**config.mk**
```make
export PLATFORM = sky130hd
export DESIGN_NAME = hub75_scan_seq
export DESIGN_NICKNAME = d
export VERILOG_FILES = /design/src/rtl/hub75_pkg.sv /design/src/rtl/hub75_fb_index.sv /design/src/rtl/hub75_scan_seq.sv
export SDC_FILE = /design/constraint.sdc
export NUM_CORES = 1
export LEC_CHECK = 0
export CAP_MARGIN = 20
export CORE_MARGIN = 4
export CORE_UTILIZATION = 55
export CTS_BUF_LIST = sky130_fd_sc_hd__clkbuf_4
export DETAILED_ROUTE_END_ITERATION = 6
export GPL_TIMING_DRIVEN = 0
export HOLD_SLACK_MARGIN = 0.08
export PLACE_DENSITY = 0.91
export SLEW_MARGIN = 20
export SYNTH_ARGS = -nofsm -noshare
export SYNTH_HDL_FRONTEND = slang
export SYNTH_SLANG_ARGS = --single-unit
```
**constraint.sdc**
```tcl
create_clock -name clk -period 4.7 [get_ports clk]
set_clock_uncertainty 0.05 [all_clocks]
set_input_delay 0.47 -clock clk [delete_from_list [all_inputs] [get_ports clk]]
set_output_delay 0.47 -clock clk [all_outputs]
set_load 0.01 [all_outputs]
```
**src/rtl/hub75_pkg.sv**
```systemverilog
// Shared constants for the HUB75 scan sequencer.
// Scan-mode codes and FSM state encodings.
package hub75_pkg;

   localparam logic [1:0] SCAN_LINEAR      = 2'd0;
   localparam logic [1:0] SCAN_INTERLEAVED = 2'd1;
   localparam logic [1:0] SCAN_REVERSE     = 2'd2;

   typedef enum logic [2:0] {
      ST_IDLE   = 3'd0,
      ST_LOAD   = 3'd1,
      ST_WAIT   = 3'd2,
      ST_PAINT  = 3'd3,
      ST_REPEAT = 3'd4,
      ST_FEND   = 3'd5
   } state_t;

endpackage

```
**src/rtl/hub75_fb_index.sv**
```systemverilog
// Frame buffer index rotation: double buffer with pending flag,
// or triple buffer with a ready slot that drops stale frames.
module hub75_fb_index #(
   parameter int N_FB     = 2,
   parameter int LOG_N_FB = $clog2(N_FB)
) (
   input  logic                clk,
   input  logic                rst,
   input  logic                frame_swap,
   input  logic                fend,
   output logic [LOG_N_FB-1:0] front_sel,
   output logic [LOG_N_FB-1:0] back_sel,
   output logic                frame_rdy
);

   generate
      if (N_FB == 2) begin : g_dbl
         logic pending;

         always_ff @(posedge clk or posedge rst) begin
            if (rst) begin
               pending   <= 1'b0;
               front_sel <= '0;
               back_sel  <= LOG_N_FB'(1);
            end else if (fend && pending) begin
               front_sel <= back_sel;
               back_sel  <= front_sel;
               pending   <= 1'b0;
            end else if (frame_swap) begin
               pending <= 1'b1;
            end
         end

         assign frame_rdy = ~pending;
      end else begin : g_tpl
         logic [LOG_N_FB-1:0] spare, ready;
         logic [LOG_N_FB-1:0] front_n, back_n, spare_n, ready_n;
         logic                ready_v, ready_v_n;

         // Frame end sees the pre-swap ready slot; a same-cycle swap lands after it.
         always_comb begin
            front_n   = front_sel;
            back_n    = back_sel;
            spare_n   = spare;
            ready_n   = ready;
            ready_v_n = ready_v;
            if (fend && ready_v) begin
               front_n   = ready;
               spare_n   = front_sel;
               ready_v_n = 1'b0;
            end
            if (frame_swap) begin
               ready_n   = back_sel;
               back_n    = ready_v_n ? ready : spare_n;
               ready_v_n = 1'b1;
            end
         end

         always_ff @(posedge clk or posedge rst) begin
            if (rst) begin
               front_sel <= '0;
               back_sel  <= LOG_N_FB'(1);
               spare     <= LOG_N_FB'(2);
               ready     <= '0;
               ready_v   <= 1'b0;
            end else begin
               front_sel <= front_n;
               back_sel  <= back_n;
               spare     <= spare_n;
               ready     <= ready_n;
               ready_v   <= ready_v_n;
            end
         end

         assign frame_rdy = 1'b1;
      end
   endgenerate

endmodule

```
**src/rtl/hub75_scan_seq.sv**
```systemverilog
// HUB75 row scan sequencer: prefetch, paint, repeat passes,
// frame-boundary enable and buffer rotation.
module hub75_scan_seq
   import hub75_pkg::*;
#(
   parameter int N_ROWS     = 32,
   parameter int N_FB       = 2,
   parameter int LOG_N_ROWS = $clog2(N_ROWS),
   parameter int LOG_N_FB   = $clog2(N_FB)
) (
   input  logic                  clk,
   input  logic                  rst,
   input  logic                  cfg_enable,
   input  logic [1:0]            cfg_scan_mode,
   input  logic [3:0]            cfg_row_repeat,
   output logic [LOG_N_ROWS-1:0] fb_row_addr,
   output logic                  fb_row_load,
   input  logic                  fb_row_rdy,
   output logic                  fb_row_swap,
   output logic [LOG_N_ROWS-1:0] bcm_row,
   output logic                  bcm_go,
   input  logic                  bcm_rdy,
   input  logic                  frame_swap,
   output logic                  frame_rdy,
   output logic [LOG_N_FB-1:0]   fb_front_sel,
   output logic [LOG_N_FB-1:0]   fb_back_sel,
   output logic [15:0]           frame_cnt
);

   localparam logic [LOG_N_ROWS-1:0] LAST_ROW = LOG_N_ROWS'(N_ROWS - 1);

   state_t                state, state_n;
   logic [LOG_N_ROWS-1:0] idx;
   logic [1:0]            mode_q;
   logic [3:0]            rep_cfg;
   logic [3:0]            rep;
   logic                  last;
   logic                  fend_fire;
   logic                  relatch;
   logic                  rep_go;
   logic                  paint_ok;

   // Interleave is a rotate-left of the slot index: evens first, then odds.
   function automatic logic [LOG_N_ROWS-1:0] row_order(
      input logic [LOG_N_ROWS-1:0] i,
      input logic [1:0]            m
   );
      logic [LOG_N_ROWS-1:0] r;
      unique case (1'b1)
         (m == SCAN_INTERLEAVED):
            r = (i << 1) | LOG_N_ROWS'(i[LOG_N_ROWS-1]);
         (m == SCAN_REVERSE):
            r = ~i;
         default:
            r = i;
      endcase
      return r;
   endfunction

   assign last      = (idx == LAST_ROW);
   assign fend_fire = (state == ST_FEND) && bcm_rdy;
   assign relatch   = ((state == ST_IDLE) && cfg_enable) ||
                      (fend_fire && cfg_enable);
   assign rep_go    = ((state == ST_WAIT) || (state == ST_REPEAT)) &&
                      (rep != '0) && bcm_rdy;
   assign paint_ok  = (state == ST_WAIT) && (rep == '0) &&
                      fb_row_rdy && bcm_rdy;

   assign fb_row_addr = row_order(idx, mode_q);

   always_ff @(posedge clk or posedge rst) begin
      if (rst) state <= ST_IDLE;
      else     state <= state_n;
   end

   always_comb begin
      state_n = state;
      unique case (state)
         ST_IDLE:   if (cfg_enable) state_n = ST_LOAD;
         ST_LOAD:   state_n = ST_WAIT;
         ST_WAIT:   if (paint_ok) state_n = ST_PAINT;
         ST_PAINT:  state_n = last ? ST_REPEAT : ST_LOAD;
         ST_REPEAT: if (rep == '0) state_n = ST_FEND;
         ST_FEND:
            if (bcm_rdy) state_n = cfg_enable ? ST_LOAD : ST_IDLE;
         default:   state_n = ST_IDLE;
      endcase
   end

   always_comb begin
      fb_row_load = (state == ST_LOAD);
      fb_row_swap = (state == ST_PAINT);
      bcm_go      = (state == ST_PAINT) || rep_go;
   end

   always_ff @(posedge clk or posedge rst) begin
      if (rst) begin
         idx       <= '0;
         mode_q    <= SCAN_LINEAR;
         rep_cfg   <= '0;
         rep       <= '0;
         bcm_row   <= '0;
         frame_cnt <= '0;
      end else begin
         if (relatch) begin
            mode_q  <= cfg_scan_mode;
            rep_cfg <= cfg_row_repeat;
            idx     <= '0;
         end
         if (paint_ok) bcm_row <= row_order(idx, mode_q);
         // idx moves on at paint so the next prefetch overlaps this row's passes.
         if (state == ST_PAINT) begin
            rep <= rep_cfg;
            if (!last) idx <= idx + LOG_N_ROWS'(1);
         end else if (rep_go) begin
            rep <= rep - 4'd1;
         end
         if (fend_fire) frame_cnt <= frame_cnt + 16'd1;
      end
   end

   hub75_fb_index #(
      .N_FB     (N_FB),
      .LOG_N_FB (LOG_N_FB)
   ) u_fb_index (
      .clk        (clk),
      .rst        (rst),
      .frame_swap (frame_swap),
      .fend       (fend_fire),
      .front_sel  (fb_front_sel),
      .back_sel   (fb_back_sel),
      .frame_rdy  (frame_rdy)
   );

endmodule
```
==> impl_metrics.toml, run 1 <==
[floorplanning]
io_pins = 44
die_h_um = 71.7
rows = 22
fp.dieW_um = 71.7
core-area_mm2 = 0.00380
initial_core_util_pct = 58.7
die_area_mm2 = 0.00513

[clocking]
numClockSinks = 42
root_buffer = "clkbuf_4"
clock_path_buffers = 2
ctsResizeCount = 0
clk_latency_ns = 0.36
htree_levels = 2
cts_hold_buffers = 0
cts_setup_buffers = 0
cts_tree = "yes"
path_clk_slew_ns = 0.14
cts_buffers = 5

[setup_path]
timing.rr.start = "idx[0]$_DFF_PP0_"
start_kind = "register"
endpoint_kind = "output pin"
cp_slowest_cell = "or3b_2"
cp_slowest_stage_delay_ns = 0.49
rrSetupSlack_ns = 2.69
criticalPathCategory = "register to output pin"
r2r_cells = 7
worst-path-max-fanout = 5
arrival_ns = 2.32
cp_cell_sequence = "inv_1, ha_1, or3b_2, a21oi_1, nor2_1, clkdlybuf4s50_1"
cp.required_ns = 4.18
regToRegEndpoint = "idx[3]$_DFF_PP0_"

[timing]
min_period_ns = 2.84
report.final.slew_viol_count = 0
final-hold-violation-count = 0
setup-tns-final_ns = 0
slew_headroom_pct = 70.2
fmax_ghz = 0.353
tightest_slew_ns = 0.443
rsz0062_at_grt = "no"
fin_hold_ws_ns = 0.349
fin_crit_sh_pct = 60.4
setup_violations = 0

[global_routing]
grt_max_degree = 26
antenna_found_initial = 0
grt_pass1_vias = 1752
grt_usage_pct = 19.3
gr-total-overflow = 0
grt_pass1_wl_mm = 7.94

[logic_synthesis]
synth_seq_area_share_pct = 47.2
mappedNetlistArea_mm2 = 0.00223
synth_edf_count = 0
ys_ff_latch = 42
synthSimpleGateAreaFrac_pct = 18.7
ys.warnings.count = 0
ys.flop_type = "dfrtp_1"
synthesis.nets = 229
post_synth.cell_area_avg_um2 = 10.6
synth-adder-area-share_pct = 3.37
synth_compound_area_share_pct = 10.1
synthDistinctLibCells = 49
muxShareOfSynthArea_pct = 8.31
synthCells = 211
ys_async_sr_fraction_pct = 100
synth_xor_area_share_pct = 7.47
synth_top_family_by_area = "simple AND/OR/NAND/NOR gates"

[run_status]
status = "finished, final reports clean"

[drt]
wire_per_inst_um = 14.9
drt_iter0_drc = 178
ant_nets = 0
first_pass_iters = 4
drc_errors = 0
vias = 1746
vias_per_cell = 5.63
wirelength_mm = 4.62

[cells_and_area]
layout_commonest_cell = "clkdlybuf4s50_1"
num-nets-final = 279
final.fill_count = 267
syn2layout_area_growth_pct = 25.2
layout_common_cells = "clkdlybuf4s50_1 (42), dfrtp_1 (41), nand2_1 (18)"
final_layout_size_suffix_gt1_share_pct = 14.5
diodes = 0

[flow_run]
drv_cap = 0

[power_and_ir_drop]
p_switching_uw = 543
p_leak_nw = 1.28
p_int_uw = 890
ir_worst_vdd_uv = 248
p_comb_share_pct = 49.7
clkPwrFrac_pct = 13.4
powerDensity_mw_per_mm2 = 514
seq_power_share_pct = 36.9
netSwitchingFraction_pct = 37.9

[min_path]
hold_class = "primary input to asynchronous set/reset pin"

[place]
hpwl_mm = 3.43
port_buffers = 42
gp_congestion = 0.845
-- power groups by stage --
stage / combinational, mW / sequential [mW] / clock, mW
4_1_cts: 0.714 / 0.529 / 0.197
6_report: 0.713 / 0.529 / 0.191
5_1_grt: 0.788 / 0.543 / 0.214
2_1_floorplan: 0.444 / 0.522 / 0
3_3_place_gp: 0.680 / 0.530 / 0
3_5_place_dp: 0.709 / 0.537 / 0
-- worst max-delay path, delay by kind of cell, from the launching register on --
family                     cells  cell delay (ns)
and+or+nand+nor                2             0.58
DFF                            1             0.44
buffers and inverters          2             0.56
AOI/OAI and AO/OA              1             0.18
adders and majority gates      1             0.19
-- stage by stage --
stage / total power, mW / util, % / instance area (um2) / setup WS, ns / std cells
after floorplan: 0.967 / - / 2230 / 2.84 / 211
after detailed placement: 1.25 / 71.8 / 2730 / 2.28 / 302
final: 1.43 / 73.4 / 2790 / 1.86 / 310
after global routing: 1.55 / 73.4 / 2790 / 1.73 / 310
after CTS: 1.44 / 73.4 / 2790 / 1.85 / 310
after global placement: 1.21 / 71.3 / 2710 / 2.30 / 301
-- worst max-delay path by stage --
stage                                      from          endpoint  cells after the start
after floorplan                idx[0]$_DFF_PP0_  idx[3]$_DFF_PP0_                      7
after global placement       rep[0]$_DFFE_PP0P_            bcm_go                      6
after detailed placement     rep[0]$_DFFE_PP0P_            bcm_go                      6
after CTS                    rep[0]$_DFFE_PP0P_            bcm_go                      6
after global routing      mode_q[0]$_DFFE_PP0P_    fb_row_addr[1]                      6
final                        rep[0]$_DFFE_PP0P_            bcm_go                      6
-- Yosys cell counts (2+ instances only) --
library cell / n / area share (%)
dfrtp_1: 41 / 46
nand2_1: 18 / 3.0
inv_1: 14 / 2.4
a21oi_1: 12 / 2.7
nor2_1: 12 / 2.0
xnor2_1: 12 / 4.7
mux2_2: 8 / 4.0
xor2_1: 7 / 2.8
ha_1: 6 / 3.4
nand3_1: 6 / 1.3
o21ai_0: 6 / 1.3
a221oi_1: 5 / 2.0
and3_1: 5 / 1.4
buf_2: 5 / 1.1
mux2_4: 5 / 3.4
nand4_1: 4 / 1.1
and2_1: 3 / 0.84
or3_1: 3 / 0.84
a22oi_1: 2 / 0.67
clkbuf_1: 2 / 0.34
mux2i_1: 2 / 0.90
nand2b_1: 2 / 0.56
nand3b_1: 2 / 0.67
nor3_2: 2 / 0.90
o211ai_1: 2 / 0.67
o21ai_1: 2 / 0.45
-- registers in the layout, indices dropped and copies added (netlist names) --
name	flops
bcm_row	5
idx	5
u_fb_index.back_sel	1
frame_cnt	16
rep	4
state	3
u_fb_index.front_sel	1
u_fb_index.g_dbl.pending	1
mode_q	2
rep_cfg	4
-- metal layers --
metal,track usage [%],routed length [um],vias up
met5,0,0,-
met4,6.47,80,0
met3,5.33,298,8
met2,30.7,2170,65
met1,25.4,2070,837
li1,-,-,836
-- final cells by class --
cell class	instances	area [um2]	share of cell area [%]
Inverter	14	52.6	1.88
Tap cell	48	60.1	2.15
Multi-Input combinational cell	145	1070	38.3
Sequential cell	42	1050	37.7
Buffer	10	55.1	1.97
Clock buffer	8	60.1	2.15
Timing Repair Buffer	43	440	15.8
-- kinds of logic after synthesis --
| group | count (synthesis) |
|---|---|
| AND/OR/NAND/NOR | 70 |
| flip-flops | 42 |
| AO/OA/AOI/OAI | 35 |
| buffers and inverters | 24 |
| XOR/XNOR | 19 |
| multiplexers | 15 |
| adder cells (fa/ha/maj) | 6 |
No activity file was read; power rests on OpenSTA's default activity.
==> inputs of run 2 (changes only) <==
--- a/config.mk
+++ b/config.mk
@@ -7,12 +7,12 @@
 export LEC_CHECK = 0
 export CAP_MARGIN = 20
 export CORE_MARGIN = 4
-export CORE_UTILIZATION = 55
+export CORE_UTILIZATION = 48
 export CTS_BUF_LIST = sky130_fd_sc_hd__clkbuf_4
 export DETAILED_ROUTE_END_ITERATION = 6
 export GPL_TIMING_DRIVEN = 0
 export HOLD_SLACK_MARGIN = 0.08
-export PLACE_DENSITY = 0.91
+export PLACE_DENSITY = 0.85
 export SLEW_MARGIN = 20
 export SYNTH_ARGS = -nofsm -noshare
 export SYNTH_HDL_FRONTEND = slang
==> constraint.sdc (replaced) <==
create_clock -name clk -period 2.4 [get_ports clk]
set_clock_uncertainty 0.05 [all_clocks]
set_input_delay 0.24 -clock clk [delete_from_list [all_inputs] [get_ports clk]]
set_output_delay 0.24 -clock clk [all_outputs]
set_load 0.01 [all_outputs]
==> impl_metrics.toml, run 2 (same netlist as run 1, synthesis figures left out) <==
[global_routing]
grt_pass1_wl_mm = 7.85
met3_usage_pct = 3.66
grt_busiest_layer = "met2"
antenna_found_initial = 0
grt_max_degree = 26
grt_use_met2_pct = 25.9
grt_pass1_vias = 1678
gr-total-overflow = 0
grtUsageMet1_pct = 21.2
grt_usage_pct = 16.1

[setup_path]
regToRegEndpoint = "idx[3]$_DFF_PP0_"
timing.rr.start = "idx[0]$_DFF_PP0_"
start_kind = "register"
endpoint_kind = "output pin"
criticalPathCategory = "register to output pin"
r2r_cells = 7
cp.required_ns = 2.11
arrival_ns = 1.99
rrSetupSlack_ns = 0.35
worst-path-max-fanout = 4

[cells_and_area]
largest_reg_flops = 16
finalNonFillerCells = 315
layout_commonest_cell = "dfrtp_1"
layout_common_cells = "dfrtp_1 (40), clkdlybuf4s50_1 (38), nand2_1 (18)"
stdcell_area_mm2 = 0.00286
num-nets-final = 280
diodes = 0
top_register = "frame_cnt"
fin_util_pct = 64.7
final_layout_size_suffix_gt1_share_pct = 17.9
syn2layout_area_growth_pct = 28.1
reg.largest.list = "frame_cnt x16, bcm_row x5, idx x5"

[place]
place_ws_ns = 0.212
gp_congestion = 0.871
dp.cells = 306
hpwl_mm = 3.29
placed_cell_area_mm2 = 0.00273
port_buffers = 42

[floorplanning]
rows = 24
fp.dieW_um = 76.1
die_area_mm2 = 0.00580
die_h_um = 76.1
core-area_mm2 = 0.00441
io_pins = 44
initial_core_util_pct = 50.5

[timing]
setup_violations = 0
min_period_ns = 2.28
layout_setup_ws_ns = 0.116
fin_hold_ws_ns = 0.100
slew_headroom_pct = 70.7
setup-tns-final_ns = 0
rsz0062_at_grt = "no"
fmax_ghz = 0.438
report.final.slew_viol_count = 0
fin_crit_sh_pct = 95.1
final-hold-violation-count = 0
tightest_slew_ns = 0.440

[drt]
ant_nets = 0
drc_errors = 0
vias_per_cell = 5.48
first_pass_iters = 4
wire_per_inst_um = 14.2
vias = 1725
wirelength_mm = 4.46
drt_iter0_drc = 89

[power_and_ir_drop]
powerDensity_mw_per_mm2 = 1010
ir_worst_vdd_uv = 513
p_leak_nw = 1.32
power.total_mw = 2.89

[clocking]
clk_latency_ns = 0.38
cts_hold_buffers = 0
htree_levels = 2
clock_path_buffers = 2
cts_tree = "yes"
path_clk_slew_ns = 0.15
root_buffer = "clkbuf_4"
numClockSinks = 42
cts_buffers = 5

[flow_run]
drv_cap = 0

[run_status]
status = "finished, final reports clean"

[min_path]
hold_class = "primary input to asynchronous set/reset pin"
run 2: changes by cell type in the layout (fill, tap and decap cells not counted), moves of 2 or more:
cell,previous run,this run
clkdlybuf4s50_1,42,38
dlymetal6s2s_1,0,2
ha_1,6,4
buf_4,1,3
ha_4,0,2
run 2: repair_timing:
| item | in CTS | in global routing |
|---|---|---|
| hold endpoints to repair | 0 | 0 |
| endpoints found under the setup margin | 7 | 7 |
| resized for setup | 4 | 12 |
| setup buffers | 2 | 0 |
run 2: final cells by class:
class                           count  area, um2
Inverter                           14       52.6
Clock inverter                      3       25.0
Timing Repair Buffer               45        459
Sequential cell                    42       1050
Tap cell                           52       65.1
Clock buffer                        5       37.5
Fill cell                         386       1560
Buffer                              9       57.6
Multi-Input combinational cell    145       1100
run 2: where the power goes:
part           switching (mW)  internal, mW  total [mW]
combinational           0.709         0.775        1.48
sequential              0.151         0.881        1.03
clock                   0.253         0.119       0.373
run 2: worst max-delay path, cell delays in order (launching register included):
cell	delay, ns
dfrtp_1	0.40
inv_1	0.11
ha_4	0.16
or3b_2	0.47
a21oi_1	0.15
nor2_1	0.08
clkdlybuf4s15_1	0.25
run 2: per-layer routing:
layer / vias to the layer above / wire, um
met4: 0 / 61
li1: 848 / -
met3: 5 / 209
met1: 829 / 2060
met5: - / 0
met2: 43 / 2130
run 2: worst max-delay path by stage:
stage	start	endpoint	slack, ns	cells past startpoint
finish	rep[0]$_DFFE_PP0P_	bcm_go	0.12	6
global route	mode_q[1]$_DFFE_PP0P_	fb_row_addr[4]	0.004	5
CTS	rep[1]$_DFFE_PP0P_	bcm_go	0.01	6
detailed placement	rep[0]$_DFFE_PP0P_	bcm_go	0.21	6
global placement	rep[0]$_DFFE_PP0P_	bcm_go	0.23	6
floorplan	idx[0]$_DFF_PP0_	idx[3]$_DFF_PP0_	0.54	7
